## src/rtl/noc_flit_injector_pkg.sv

```systemverilog
// Flit layout, head-flit field offsets and FSM state for the NoC injector.
// Flit vectors are ascending [0:FLIT_W-1]; bit 0 is the valid bit.
package noc_pkg;

    localparam int FLIT_VALID = 0;
    localparam int FLIT_HEAD  = 1;
    localparam int FLIT_TAIL  = 2;
    localparam int FLIT_VC    = 3;
    localparam int FLIT_PL_LO = 4;
    localparam int FLIT_W     = 68;

    localparam int ADDR_W       = 4;
    localparam int DATA_W       = 64;
    localparam int HEAD_DEST_LO = 4;
    localparam int HEAD_SRC_LO  = 8;

    typedef enum logic {
        ST_IDLE,
        ST_BODY
    } inj_state_e;

    function automatic logic [0:FLIT_W-1] make_head(
        input logic [0:ADDR_W-1] dest,
        input logic [0:ADDR_W-1] src,
        input logic              vc
    );
        logic [0:FLIT_W-1] f;
        f                         = '0;
        f[FLIT_VALID]             = 1'b1;
        f[FLIT_HEAD]              = 1'b1;
        f[FLIT_VC]                = vc;
        f[HEAD_DEST_LO +: ADDR_W] = dest;
        f[HEAD_SRC_LO +: ADDR_W]  = src;
        return f;
    endfunction

    function automatic logic [0:FLIT_W-1] make_body(
        input logic [0:DATA_W-1] data,
        input logic              last,
        input logic              vc
    );
        logic [0:FLIT_W-1] f;
        f                       = '0;
        f[FLIT_VALID]           = 1'b1;
        f[FLIT_TAIL]            = last;
        f[FLIT_VC]              = vc;
        f[FLIT_PL_LO +: DATA_W] = data;
        return f;
    endfunction

endpackage

```

## src/rtl/noc_flit_injector_credit_counter.sv

```systemverilog
// Per-VC downstream credit counter with saturation and sticky overflow flag.
// A return that finds the counter already full is a router protocol error.
module noc_credit_counter #(
    parameter int BUF_DEPTH = 4,
    parameter int CRED_W    = 3
) (
    input  logic              clk,
    input  logic              reset,
    input  logic              send,
    input  logic              ret,
    output logic [CRED_W-1:0] count,
    output logic              error
);

    localparam logic [CRED_W-1:0] FULL = CRED_W'(BUF_DEPTH);
    localparam logic [CRED_W-1:0] ONE  = CRED_W'(1);

    always_ff @(posedge clk) begin
        if (!reset) begin
            count <= FULL;
            error <= 1'b0;
        end else begin
            if (ret && count == FULL)
                error <= 1'b1;
            if (send && !ret)
                count <= count - ONE;
            else if (ret && !send && count != FULL)
                count <= count + ONE;
        end
    end

endmodule

```

## src/rtl/noc_flit_injector.sv

```systemverilog
// NoC network-interface transmit side: segments IP packets into credit-gated flits.
// Define NOC_INJ_VC_RR_EN for per-packet round-robin VC selection (default: VC0 only).
module noc_flit_injector
    import noc_pkg::*;
#(
    parameter int BUF_DEPTH = 4,
    parameter int NUM_VC    = 2,
    parameter int CRED_W    = 3
) (
    input  logic              clk,
    input  logic              reset,
    input  logic [0:ADDR_W-1] ROUTER_ADDRESS,
    input  logic              PKT_VALID,
    output logic              PKT_READY,
    input  logic [0:ADDR_W-1] PKT_DEST,
    input  logic [0:DATA_W-1] PKT_DATA,
    input  logic              PKT_LAST,
    output logic [0:FLIT_W-1] CHANNEL_OUT_OP,
    input  logic [0:1]        FLOW_CTRL_IN_OP,
    output logic              ERROR
);

    inj_state_e        state;
    logic              cur_vc;
    logic              sel_vc;
    logic              head_go;
    logic              body_go;
    logic [CRED_W-1:0] cred [NUM_VC];
    logic [NUM_VC-1:0] has_cred;
    logic [NUM_VC-1:0] send_vc;
    logic [NUM_VC-1:0] err_vc;

    for (genvar v = 0; v < NUM_VC; v++) begin : g_vc
        assign has_cred[v] = (cred[v] != '0);
        assign send_vc[v]  = (head_go && sel_vc == 1'(v))
                          || (body_go && cur_vc == 1'(v));

        noc_credit_counter #(
            .BUF_DEPTH (BUF_DEPTH),
            .CRED_W    (CRED_W)
        ) u_cred (
            .clk   (clk),
            .reset (reset),
            .send  (send_vc[v]),
            .ret   (FLOW_CTRL_IN_OP[v]),
            .count (cred[v]),
            .error (err_vc[v])
        );
    end

`ifdef NOC_INJ_VC_RR_EN
    logic rr_ptr;

    // Prefer the pointer VC; fall back to the other one only if it has credit.
    assign sel_vc = (has_cred[rr_ptr] || !has_cred[~rr_ptr]) ? rr_ptr : ~rr_ptr;

    always_ff @(posedge clk) begin
        if (!reset)
            rr_ptr <= 1'b0;
        else if (head_go)
            rr_ptr <= ~sel_vc;
    end
`else
    assign sel_vc = 1'b0;
`endif

    assign head_go   = (state == ST_IDLE) && PKT_VALID && has_cred[sel_vc];
    assign PKT_READY = (state == ST_BODY) && has_cred[cur_vc];
    assign body_go   = PKT_READY && PKT_VALID;
    assign ERROR     = |err_vc;

    always_ff @(posedge clk) begin
        if (!reset) begin
            state          <= ST_IDLE;
            cur_vc         <= 1'b0;
            CHANNEL_OUT_OP <= '0;
        end else begin
            CHANNEL_OUT_OP <= '0;
            unique case (state)
                ST_IDLE: begin
                    if (head_go) begin
                        CHANNEL_OUT_OP <= make_head(PKT_DEST, ROUTER_ADDRESS, sel_vc);
                        cur_vc         <= sel_vc;
                        state          <= ST_BODY;
                    end
                end
                ST_BODY: begin
                    if (body_go) begin
                        CHANNEL_OUT_OP <= make_body(PKT_DATA, PKT_LAST, cur_vc);
                        if (PKT_LAST)
                            state <= ST_IDLE;
                    end
                end
            endcase
        end
    end

endmodule

```

## config.mk

```make
export PLATFORM = sky130hd
export DESIGN_NAME = noc_flit_injector
export DESIGN_NICKNAME = d
export VERILOG_FILES = /design/src/rtl/noc_flit_injector_pkg.sv /design/src/rtl/noc_flit_injector_credit_counter.sv /design/src/rtl/noc_flit_injector.sv
export SDC_FILE = /design/constraint.sdc
export NUM_CORES = 1
export LEC_CHECK = 0
export ABC_CLOCK_PERIOD_IN_PS = 4900
export BUFFER_PORTS_ARGS = -buffer_cell sky130_fd_sc_hd__buf_4
export CORE_ASPECT_RATIO = 1.75
export CORE_MARGIN = 2
export CORE_UTILIZATION = 38
export CTS_BUF_LIST = sky130_fd_sc_hd__clkbuf_16
export DETAILED_ROUTE_END_ITERATION = 8
export PLACE_DENSITY = 0.72
export SLEW_MARGIN = 20
export SYNTH_ARGS = -nofsm -noshare
export SYNTH_HDL_FRONTEND = slang
export SYNTH_SLANG_ARGS = --single-unit
```

## constraint.sdc

```tcl
create_clock -name clk -period 4.9 [get_ports clk]
set_clock_uncertainty 0.2 [all_clocks]
set_input_delay 0.98 -clock clk [delete_from_list [all_inputs] [get_ports clk]]
set_output_delay 0.98 -clock clk [all_outputs]
set_load 0.005 [all_outputs]
```

---- After elaboration in Yosys (flattened, before gate mapping) ----
Cells that the tools add are included.
word-level totals
  register bits after elaboration ......... 77
  bits of input ports ..................... 78
  output and inout bits ................... 70
  logic and storage cells ................. 40
cells by class
  add/sub/neg operators ................... 3
  equality and inequality tests ........... 4
  multiplexer cells ....................... 10
  bitwise gates (word level) .............. 1
  reduce and logical (&&, ||, !) cells .... 16
operators by type and width
  cell                   count
  $mux W68               2
  $pmux W68 S2           1
  $logic_and A1 B1 Y1    10
  $mux W3                3
  $add A3 B1 Y3 const B  2
  $eq A3 B3 Y1 const B   2
  $ne A3 B3 Y1 const B   2
  $mux W1                3
  $reduce_bool A3 Y1     1
  $sub A3 B1 Y3 const B  1
  $logic_not A1 Y1       2
  $pmux W1 S2            1
  $reduce_bool A2 Y1     1
  $reduce_or A2 Y1       1
  $logic_or A1 B1 Y1     1
  $not A1 Y1             1

---- Depth between registers and ports, before layout ----
Gate-level depths: netlist of run 1.
  word-level depth ........................ 9
  gate-level depth with buffers ........... 7
  depth with buffers taken out ............ 6

---- Cells and area by module ----
Synthesis of run 1 repeated with hierarchy kept, for this count alone.
unflattened totals
  cell total of the unflattened synthesis .. 226
  area total of the unflattened synthesis .. 2,802.7 um2
by module, submodules not included
  module              instances  cells each  area each (um2)  sequential area each (um2)
  noc_flit_injector   1          170         2,307.2          1,361.3
  noc_credit_counter  2          28          247.7            80.1

---- Worst setup path before layout of run 1 ----
No wires, ideal clock.
  kind .................................... in2reg
  from .................................... input port PKT_VALID
  to ...................................... register g_vc[0].u_cred.count[2]
  setup time .............................. 0.082 ns
  arrival ................................. 2.548 ns
  data required time ...................... 4.618 ns
  slack ................................... 2.070 ns
  stages .................................. 7
  cells stage by stage .................... buf_6 -> o31ai_1 -> or2_2 -> fa_1 -> or3b_2 -> o21a_1 -> o2111ai_1
on the way
  cells in the longest elaborated chain, start to end .. 7
  elaborated cells on any way between the ends .. 10
RTL lines
  what                               line                                    text
  start: declaration                 noc_flit_injector.sv:13                 input logic PKT_VALID,
  $logic_and A1 B1 Y1 (2 in series)  noc_flit_injector.sv:67                 assign head_go = (state == ST_IDLE) && PKT_VALID && has_cred[sel_vc];
  $logic_or A1 B1 Y1 (*)             noc_flit_injector.sv:36                 || (body_go && cur_vc == 1'(v));
  $logic_not A1 Y1                   noc_flit_injector_credit_counter.sv:27  else if (ret && !send && count != FULL)
  $logic_and A1 B1 Y1 (2 in series)  noc_flit_injector_credit_counter.sv:27
  $reduce_bool A2 Y1 (no line)       --
  end signal: assignment             noc_flit_injector_credit_counter.sv:26  count <= count - ONE;
  end signal: assignment             noc_flit_injector_credit_counter.sv:28  count <= count + ONE;
  end: declaration                   noc_flit_injector_credit_counter.sv:11  output logic [CRED_W-1:0] count,
Mark *: on every way between the ends. The rest lies on a longest branch, timed or not.
A chain may end at the register's enable or synchronous reset.

---- Worst setup path after layout of run 1 ----
  from .................................... register state
  to ...................................... output port PKT_READY
on the way
  cells in the longest elaborated chain, start to end .. 1
RTL lines
  what                      line                     text
  start: declaration        noc_flit_injector.sv:23  inj_state_e state;
  start signal: assignment  noc_flit_injector.sv:74  state <= ST_IDLE;
  start signal: assignment  noc_flit_injector.sv:84  state <= ST_BODY;
  start signal: assignment  noc_flit_injector.sv:91  state <= ST_IDLE;
  $logic_and A1 B1 Y1       noc_flit_injector.sv:68  assign PKT_READY = (state == ST_BODY) && has_cred[cur_vc];
  end: declaration          noc_flit_injector.sv:14  output logic PKT_READY,
Every way passes these cells.

==> report_table.html, run 1 <==
<table>
<tr><th>Metric</th><th>Value</th></tr>
<tr><th colspan="2">Hold path</th></tr>
<tr><td>Path category of the worst min-delay check</td><td>register to register</td></tr>
<tr><th colspan="2">Die</th></tr>
<tr><td>Die footprint</td><td>0.00713 mm²</td></tr>
<tr><td>Top-level I/O count</td><td>roughly 150</td></tr>
<tr><td>Starting density of the core</td><td>39.3%</td></tr>
<tr><td>Number of cell rows</td><td>38</td></tr>
<tr><td>Core region area</td><td>a little over 0.006 mm²</td></tr>
<tr><td>Die boundary height</td><td>approximately 110 µm</td></tr>
<tr><td>Floorplan die width</td><td>roughly 65 µm</td></tr>
<tr><th colspan="2">Clock network</th></tr>
<tr><td>Clock tree from TritonCTS</td><td>done</td></tr>
<tr><td>Clock slew seen by the registers of the worst setup and hold paths</td><td>0.06 ns</td></tr>
<tr><td>Clock Latency Late Sink</td><td>around 0.32 ns</td></tr>
<tr><td>Post-CTS Setup Bufs</td><td>0</td></tr>
<tr><td>Number of CTS-inserted buffers</td><td>9</td></tr>
<tr><td># H-tree levels</td><td>3</td></tr>
<tr><td>Max Buffers Root-to-Sink</td><td>2</td></tr>
<tr><td>Cells resized by post-CTS repair</td><td>0</td></tr>
<tr><td>Clock sink count</td><td>76</td></tr>
<tr><td>Cts-stage hold buffer count</td><td>0</td></tr>
<tr><td>Master cell of the clock root buffer</td><td>sky130_fd_sc_hd__clkbuf_16</td></tr>
<tr><th colspan="2">Worst setup path</th></tr>
<tr><td>Cell at the slowest stage of the critical path</td><td>sky130_fd_sc_hd__dfxtp_1</td></tr>
<tr><td>CP Class</td><td>register to output pin</td></tr>
<tr><td>Register-to-Register Setup Slack</td><td>2.53 ns</td></tr>
<tr><td>Delay of the slowest cell on the worst path</td><td>around 0.65 ns</td></tr>
<tr><td>Required time of the worst setup path</td><td>3.72 ns</td></tr>
<tr><td>Critical Path, Cell by Cell</td><td>inv_1 &gt; nor2_1 &gt; buf_4</td></tr>
<tr><td>Critical path data arrival time</td><td>1.45 ns</td></tr>
<tr><td>Maximum net fanout on the critical path</td><td>11</td></tr>
<tr><td>Sort of element at the end of the critical path</td><td>output pin</td></tr>
<tr><td>Critical path startpoint category</td><td>register</td></tr>
<tr><th colspan="2">Synth</th></tr>
<tr><td>Simple-gate share of the synthesized area</td><td>between 20% and 30%</td></tr>
<tr><td>Net count after synthesis</td><td>~300</td></tr>
<tr><td>Cell type with the largest total area after synthesis</td><td>sky130_fd_sc_hd__dfxtp_1</td></tr>
<tr><td>Most common cell in the synthesized netlist</td><td>sky130_fd_sc_hd__dfxtp_1</td></tr>
<tr><td>Commonest register cell after synthesis</td><td>sky130_fd_sc_hd__dfxtp_1</td></tr>
<tr><td>Seq cells post-synth</td><td>76</td></tr>
<tr><td>Compound-gate portion of the synthesized area</td><td>about 5.2%</td></tr>
<tr><td>Post-synthesis cell area</td><td>about 0.0024 mm²</td></tr>
<tr><td>Proportion of netlist area held by the largest area contributor</td><td>62.1%</td></tr>
<tr><td>Proportion of synthesized area in mux cells</td><td>3.68%</td></tr>
<tr><td>Most common library cells after synthesis</td><td>sky130_fd_sc_hd__dfxtp_1 (76), sky130_fd_sc_hd__and2_1 (56), sky130_fd_sc_hd__nor2_1 (18), sky130_fd_sc_hd__mux2i_1 (9), sky130_fd_sc_hd__inv_1 (7)</td></tr>
<tr><td>XOR/XNOR Fraction of Synth Area</td><td>1.07%</td></tr>
<tr><td>Post-Syn Instances</td><td>215</td></tr>
<tr><td>Largest family of logic cells by synthesized area</td><td>simple AND/OR/NAND/NOR gates</td></tr>
<tr><td>Warnings from Yosys</td><td>0</td></tr>
<tr><td>Number of synthesized flops with an enable pin</td><td>0</td></tr>
<tr><td>Adder-Cell Fraction of Synth Area</td><td>under 10%</td></tr>
<tr><td>Avg Inst Size Synth</td><td>11.4 µm²</td></tr>
<tr><td>Seq/Total Area, Yosys</td><td>slightly above 60%</td></tr>
<tr><td>Most area-consuming cells after synthesis</td><td>sky130_fd_sc_hd__dfxtp_1 (62%), sky130_fd_sc_hd__and2_1 (14%), sky130_fd_sc_hd__mux2i_1 (3.7%)</td></tr>
<tr><td>Yosys cell types</td><td>35</td></tr>
<tr><td>Share of flip-flops with an asynchronous set or reset</td><td>0%</td></tr>
<tr><th colspan="2">Detailed routing</th></tr>
<tr><td>Via density</td><td>4.27</td></tr>
<tr><td>Routed wire per std cell</td><td>approximately 13 µm</td></tr>
<tr><td>Routed vias</td><td>approximately 1900</td></tr>
<tr><td>Number of DRC markers after the initial detailed-route iteration</td><td>82</td></tr>
<tr><td>Final routed wirelength across all metal layers</td><td>5690 µm</td></tr>
<tr><td>Routed Antenna Nets</td><td>0</td></tr>
<tr><td># DRC</td><td>0</td></tr>
<tr><td>DR pass1 iterations</td><td>4</td></tr>
<tr><th colspan="2">Timing</th></tr>
<tr><td>Final-report hold violation count</td><td>0</td></tr>
<tr><td>Worst-Margin Slew</td><td>between 0.9 and 1 ns</td></tr>
<tr><td>Share of the clock period used by the worst path</td><td>between 50 and 60%</td></tr>
<tr><td>Setup repair after global routing missed its margin</td><td>no</td></tr>
<tr><td>Max frequency</td><td>around 380 MHz</td></tr>
<tr><td>Total negative slack for setup checks</td><td>0 ns</td></tr>
<tr><td>Minimum setup slack in the final design</td><td>2.27 ns</td></tr>
<tr><td>Worst hold slack after final layout</td><td>approximately 0.28 ns</td></tr>
<tr><td>Final setup violating endpoints</td><td>0</td></tr>
<tr><td>Max-slew violation count</td><td>0</td></tr>
<tr><td>Worst slew slack as a fraction of its limit</td><td>39.4%</td></tr>
<tr><td>Minimum clock period after layout</td><td>approximately 2.6 ns</td></tr>
<tr><th colspan="2">Place</th></tr>
<tr><td>Placer Congestion</td><td>0.755</td></tr>
<tr><td>Post-placement setup slack</td><td>1.93 ns</td></tr>
<tr><td>Number of port buffers</td><td>146</td></tr>
<tr><td>Number of instances in the placed design</td><td>428</td></tr>
<tr><td>Placed wire-length estimate</td><td>4370 µm</td></tr>
<tr><th colspan="2">GRT</th></tr>
<tr><td>Maximum number of pins on one net before global-route repair</td><td>57</td></tr>
<tr><td>Overall overflow remaining after global route</td><td>0</td></tr>
<tr><td>Number of global-route vias before repair</td><td>1876</td></tr>
<tr><td>First-pass GRT wire length</td><td>8740 µm</td></tr>
<tr><td>All-layer global routing usage</td><td>16.6%</td></tr>
<tr><td>Antenna violations before repair</td><td>0</td></tr>
<tr><th colspan="2">Cells and area</th></tr>
<tr><td>Area of the multi-input gates</td><td>between 700 and 800 µm²</td></tr>
<tr><td>Number of filler cells placed in the layout</td><td>540</td></tr>
<tr><td>Final instance count without filler cells</td><td>444</td></tr>
<tr><td>Nets@finish</td><td>440</td></tr>
<tr><td>Count of antenna diodes in the layout</td><td>0</td></tr>
<tr><td>Flip-flop and latch area</td><td>0.00152 mm²</td></tr>
<tr><td>Post-synthesis to final-layout area growth</td><td>56.3%</td></tr>
<tr><td>Proportion of layout cells with a drive suffix above 1</td><td>45.3%</td></tr>
<tr><th colspan="2">Power</th></tr>
<tr><td>Leakage power of the design</td><td>1.84 nW</td></tr>
<tr><td>Power density over the cells</td><td>372 mW/mm²</td></tr>
<tr><td>Maximum VDD drop</td><td>roughly 320 µV</td></tr>
<tr><td>Sum of internal, switching and leakage power</td><td>1.42 mW</td></tr>
<tr><th colspan="2">Status</th></tr>
<tr><td>Outcome</td><td>finished clean</td></tr>
<tr><th colspan="2">Run</th></tr>
<tr><td>Max-cap violation count</td><td>0</td></tr>
</table>
[metal layers]
| layer | wire (µm) | vias to the layer above | GRT usage (%) |
|---|---|---|---|
| met5 | 0 | - | 0 |
| met4 | 178 | 0 | 9.27 |
| met3 | 458 | 14 | 5.48 |
| met2 | 3040 | 96 | 29.5 |
| met1 | 2010 | 816 | 16.8 |
| li1 | - | 972 | - |
[layout make-up]
class,count,share of cell area (%)
multi-input combinational,119,20.9
clock inverter,7,1.54
timing repair buffer,146,28.6
tap,80,2.62
inverter,7,0.686
sequential,76,39.8
clock buffer,9,5.88
[placed cells by master, fill, tap and decap left out, drive strengths merged, types with 2 or more instances in the layout]
| master | count |
|---|---|
| buf | 146 |
| dfxtp | 76 |
| and2 | 56 |
| nor2 | 19 |
| mux2i | 9 |
| clkbuf | 9 |
| inv | 8 |
| clkinv | 4 |
| nand2 | 3 |
| nand3 | 3 |
| or2 | 2 |
| xor2 | 2 |
| o21ai | 2 |
| a31oi | 2 |
| nand3b | 2 |
| ha | 2 |
[critical path: cells and delay by family, from the launching register on]
| family | cells | cell delay (ns) |
|---|---|---|
| AND/OR/NAND/NOR | 1 | 0.15 |
| buffers and inverters | 2 | 0.32 |
| flip-flops | 1 | 0.65 |
[kinds of logic (layout without fill, tap and decap cells)]
group | count (synthesis) | in the layout
mux | 9 | 9
fa+ha+maj | 3 | 3
compound gates | 15 | 15
simple gates | 88 | 88
xor+xnor | 3 | 3
flops | 76 | 76
other cells | 1 | 1
buf+inv | 20 | 169
[state kept, by name, indices dropped and copies added, names as in the netlist]
register,count
CHANNEL_OUT_OP,67
g_vc.u_cred.count,6
g_vc.u_cred.error,2
state,1
[worst paths after layout]
path                      startpoint                       to  cells past startpoint
min reg2reg     g_vc[0].u_cred.error     g_vc[0].u_cred.error                      2
max                            state                PKT_READY                      3
max reg2reg  g_vc[0].u_cred.count[0]  g_vc[0].u_cred.count[2]                      6
min             g_vc[0].u_cred.error     g_vc[0].u_cred.error                      2
[stage by stage]
stage	area, µm²	utilization, %
after detailed placement	3540	56.9
after global routing	3830	61.5
final	3830	61.5
after CTS	3830	61.5
after floorplan	2450	-
after global placement	3540	56.9
[power by group]
part	internal (mW)	total, mW	switching (mW)
Clock	0.386	0.617	0.231
Combinational	0.0927	0.144	0.0514
Sequential	0.643	0.663	0.0195
Total	1.12	1.42	0.302
No activity file was read; power rests on OpenSTA's default activity.
==> run 2: changes to the inputs <==
ABC_CLOCK_PERIOD_IN_PS = 2300   (was 4900)
PLACE_DENSITY = 0.75   (was 0.72)
clock period = 2.3 ns   (was 4.9 ns; I/O delays follow)
==> report_table.html, run 2 (synthesis gave the netlist of run 1 again) <==
<table>
<tr><th>Metric</th><th>Value</th></tr>
<tr><th colspan="2">Worst setup path</th></tr>
<tr><td>Cell at the slowest stage of the critical path</td><td>sky130_fd_sc_hd__fa_2</td></tr>
<tr><td>Maximum net fanout on the critical path</td><td>2</td></tr>
<tr><td>Worst flop-to-flop path endpoint</td><td>g_vc[0].u_cred.count[1]</td></tr>
<tr><td>Sort of element at the end of the critical path</td><td>register</td></tr>
<tr><td>Delay of the slowest cell on the worst path</td><td>0.45 ns</td></tr>
<tr><td>Crit. path cell count</td><td>6</td></tr>
<tr><td>Buffer and inverter count on the worst path</td><td>0</td></tr>
<tr><td>Critical Path, Cell by Cell</td><td>o31ai_1 &gt; or2_2 &gt; fa_2 &gt; o21ba_2 &gt; o211ai_1 &gt; a221oi_2</td></tr>
<tr><td>Critical path startpoint category</td><td>register</td></tr>
<tr><td>Cell depth of the worst flop-to-flop path</td><td>6</td></tr>
<tr><td>Cell family with most CP delay</td><td>compound AO/OA/AOI/OAI gates</td></tr>
<tr><td>CP Class</td><td>register to register</td></tr>
<tr><td>Critical path data arrival time</td><td>2.16 ns</td></tr>
<tr><td>Register-to-Register Setup Slack</td><td>0.17 ns</td></tr>
<tr><td>FF-to-FF Start</td><td>g_vc[0].u_cred.count[2]</td></tr>
<tr><td>Required time of the worst setup path</td><td>2.33 ns</td></tr>
<tr><th colspan="2">Cells and area</th></tr>
<tr><td>Flip-flop count of the largest register after layout</td><td>between 60 and 70</td></tr>
<tr><td>Layout Utilization</td><td>62.4%</td></tr>
<tr><td>Area of the multi-input gates</td><td>803 µm²</td></tr>
<tr><td>Register containing the most flip-flops in the final layout</td><td>CHANNEL_OUT_OP</td></tr>
<tr><td>Post-synthesis to final-layout area growth</td><td>58.8%</td></tr>
<tr><td>Nets@finish</td><td>449</td></tr>
<tr><td>Count of antenna diodes in the layout</td><td>0</td></tr>
<tr><td>Commonest non-fill, non-tap cell in the layout</td><td>sky130_fd_sc_hd__buf_4</td></tr>
<tr><td>Leading registers by flop count</td><td>CHANNEL_OUT_OP (67), g_vc.u_cred.count (6), g_vc.u_cred.error (2)</td></tr>
<tr><td>Finished layout cell area</td><td>0.00389 mm²</td></tr>
<tr><td>Number of filler cells placed in the layout</td><td>550</td></tr>
<tr><td>Highest-count cells in the layout ignoring fill and taps</td><td>sky130_fd_sc_hd__buf_4 (155), sky130_fd_sc_hd__dfxtp_1 (76), sky130_fd_sc_hd__and2_1 (56), sky130_fd_sc_hd__nor2_1 (18)</td></tr>
<tr><td>Proportion of layout cells with a drive suffix above 1</td><td>47.2%</td></tr>
<tr><td>Flip-flop and latch area</td><td>0.00152 mm²</td></tr>
<tr><th colspan="2">Clock network</th></tr>
<tr><td>Clock slew seen by the registers of the worst setup and hold paths</td><td>0.05 ns</td></tr>
<tr><td>Clock Latency Late Sink</td><td>roughly 0.32 ns</td></tr>
<tr><td># H-tree levels</td><td>3</td></tr>
<tr><td>Clock tree from TritonCTS</td><td>done</td></tr>
<tr><td>Number of CTS-inserted buffers</td><td>9</td></tr>
<tr><td>Master cell of the clock root buffer</td><td>sky130_fd_sc_hd__clkbuf_16</td></tr>
<tr><td>Cts-stage hold buffer count</td><td>0</td></tr>
<tr><td>Max Buffers Root-to-Sink</td><td>2</td></tr>
<tr><td>Clock sink count</td><td>76</td></tr>
<tr><th colspan="2">Place</th></tr>
<tr><td>Area after DPL</td><td>0.00361 mm²</td></tr>
<tr><td>Number of port buffers</td><td>146</td></tr>
<tr><td>Placed wire-length estimate</td><td>4450 µm</td></tr>
<tr><td>Placer Congestion</td><td>0.819</td></tr>
<tr><th colspan="2">GRT</th></tr>
<tr><td>Maximum number of pins on one net before global-route repair</td><td>38</td></tr>
<tr><td>Antenna violations before repair</td><td>0</td></tr>
<tr><td>Number of global-route vias before repair</td><td>2017</td></tr>
<tr><td>First-pass GRT wire length</td><td>roughly 9000 µm</td></tr>
<tr><td>All-layer global routing usage</td><td>between 15 and 20%</td></tr>
<tr><td>Overall overflow remaining after global route</td><td>0</td></tr>
<tr><th colspan="2">Detailed routing</th></tr>
<tr><td>Via density</td><td>4.31</td></tr>
<tr><td>Final routed wirelength across all metal layers</td><td>5660 µm</td></tr>
<tr><td>Routed wire per std cell</td><td>between 10 and 15 µm</td></tr>
<tr><td>Number of DRC markers after the initial detailed-route iteration</td><td>57</td></tr>
<tr><td>Routed Antenna Nets</td><td>0</td></tr>
<tr><td>DR pass1 iterations</td><td>4</td></tr>
<tr><td># DRC</td><td>0</td></tr>
<tr><td>Routed vias</td><td>between 1500 and 2000</td></tr>
<tr><th colspan="2">Power</th></tr>
<tr><td>Sum of internal, switching and leakage power</td><td>3.03 mW</td></tr>
<tr><td>Comb pwr share</td><td>a little under an eighth</td></tr>
<tr><td>Leakage power of the design</td><td>approximately 1.9 nW</td></tr>
<tr><td>Power density over the cells</td><td>approximately 780 mW/mm²</td></tr>
<tr><td>Relative contribution of sequential cells to total power</td><td>45.9%</td></tr>
<tr><td>Switching Power</td><td>622 µW</td></tr>
<tr><td>Maximum VDD drop</td><td>571 µV</td></tr>
<tr><td>Switching power as a share of total power</td><td>20.5%</td></tr>
<tr><td>Clock network power share</td><td>42.1%</td></tr>
<tr><td>Cell Int Power</td><td>2.41 mW</td></tr>
<tr><th colspan="2">Die</th></tr>
<tr><td>Starting density of the core</td><td>39.3%</td></tr>
<tr><td>Floorplan die width</td><td>64.7 µm</td></tr>
<tr><td>Core region area</td><td>0.00623 mm²</td></tr>
<tr><td>Top-level I/O count</td><td>148</td></tr>
<tr><td>Die footprint</td><td>0.00713 mm²</td></tr>
<tr><td>Number of cell rows</td><td>38</td></tr>
<tr><td>Die boundary height</td><td>110 µm</td></tr>
<tr><th colspan="2">Timing</th></tr>
<tr><td>Max-slew violation count</td><td>0</td></tr>
<tr><td>Final-report hold violation count</td><td>0</td></tr>
<tr><td>Minimum clock period after layout</td><td>2.13 ns</td></tr>
<tr><td>Worst slew slack as a fraction of its limit</td><td>~63%</td></tr>
<tr><td>Share of the clock period used by the worst path</td><td>92.4%</td></tr>
<tr><td>Worst-Margin Slew</td><td>0.548 ns</td></tr>
<tr><td>Max frequency</td><td>470 MHz</td></tr>
<tr><td>Setup repair after global routing missed its margin</td><td>no</td></tr>
<tr><td>Final setup violating endpoints</td><td>0</td></tr>
<tr><td>Total negative slack for setup checks</td><td>0 ns</td></tr>
<tr><th colspan="2">Hold path</th></tr>
<tr><td>Worst hold start</td><td>PKT_DATA[38]</td></tr>
<tr><td>Cell depth of the worst hold path</td><td>2</td></tr>
<tr><td>Endpoint of the worst hold path</td><td>CHANNEL_OUT_OP[42]</td></tr>
<tr><td>Path category of the worst min-delay check</td><td>input port to register</td></tr>
<tr><th colspan="2">Status</th></tr>
<tr><td>Outcome</td><td>finished clean</td></tr>
<tr><th colspan="2">Run</th></tr>
<tr><td>Max-cap violation count</td><td>0</td></tr>
</table>
-- run 2: repair_timing --
action | CTS | global route
endpoints found under the setup margin | 0 | 1
resized for setup | 0 | 1
setup buffers | 0 | 0
-- run 2: how the worst max path moves through the flow --
stage / from / to / slack (ns)
2_1_floorplan: PKT_VALID / g_vc[0].u_cred.count[2] / 0.03
3_3_place_gp: PKT_VALID / g_vc[0].u_cred.count[2] / 0.06
3_5_place_dp: PKT_VALID / g_vc[0].u_cred.count[2] / 0.02
4_1_cts: g_vc[0].u_cred.count[2] / g_vc[0].u_cred.count[1] / 0.14
5_1_grt: g_vc[0].u_cred.count[2] / g_vc[0].u_cred.count[1] / 0.05
6_report: g_vc[0].u_cred.count[2] / g_vc[0].u_cred.count[1] / 0.17
-- run 2: area by class of cell --
class                      instances  share of cell area [%]
clock buffer                       9                    5.79
clock inverter                     5                    1.22
inverter                           7                   0.676
multi-input combinational        119                    20.7
sequential                        76                    39.1
tap                               80                    2.57
timing repair buffer             155                    29.9
-- run 2: power by group through the flow --
stage / logic, mW / registers, mW / clock network (mW)
6_report: 0.364 / 1.39 / 1.27
5_1_grt: 0.401 / 1.39 / 1.37
4_1_cts: 0.364 / 1.39 / 1.31
3_5_place_dp: 0.362 / 1.42 / 0
3_3_place_gp: 0.352 / 1.41 / 0
2_1_floorplan: 0.154 / 1.42 / 0
-- run 2: through the flow --
step                std cells  worst slack [ns]  hold WS [ns]
floorplan                 215            0.0325         0.229
global placement          437            0.0600         0.247
detailed placement        437            0.0169         0.256
CTS                       451             0.144         0.121
global route              451            0.0526         0.124
finish                    451             0.174         0.131
-- run 2: layer usage --
layer  track usage (%)  vias up  routed length [µm]
met5                 0        -                   0
met1              16.6      864                1940
met2              30.9       91                3160
met4              9.57        0                  91
li1                  -      982                   -
met3              6.09        8                 474
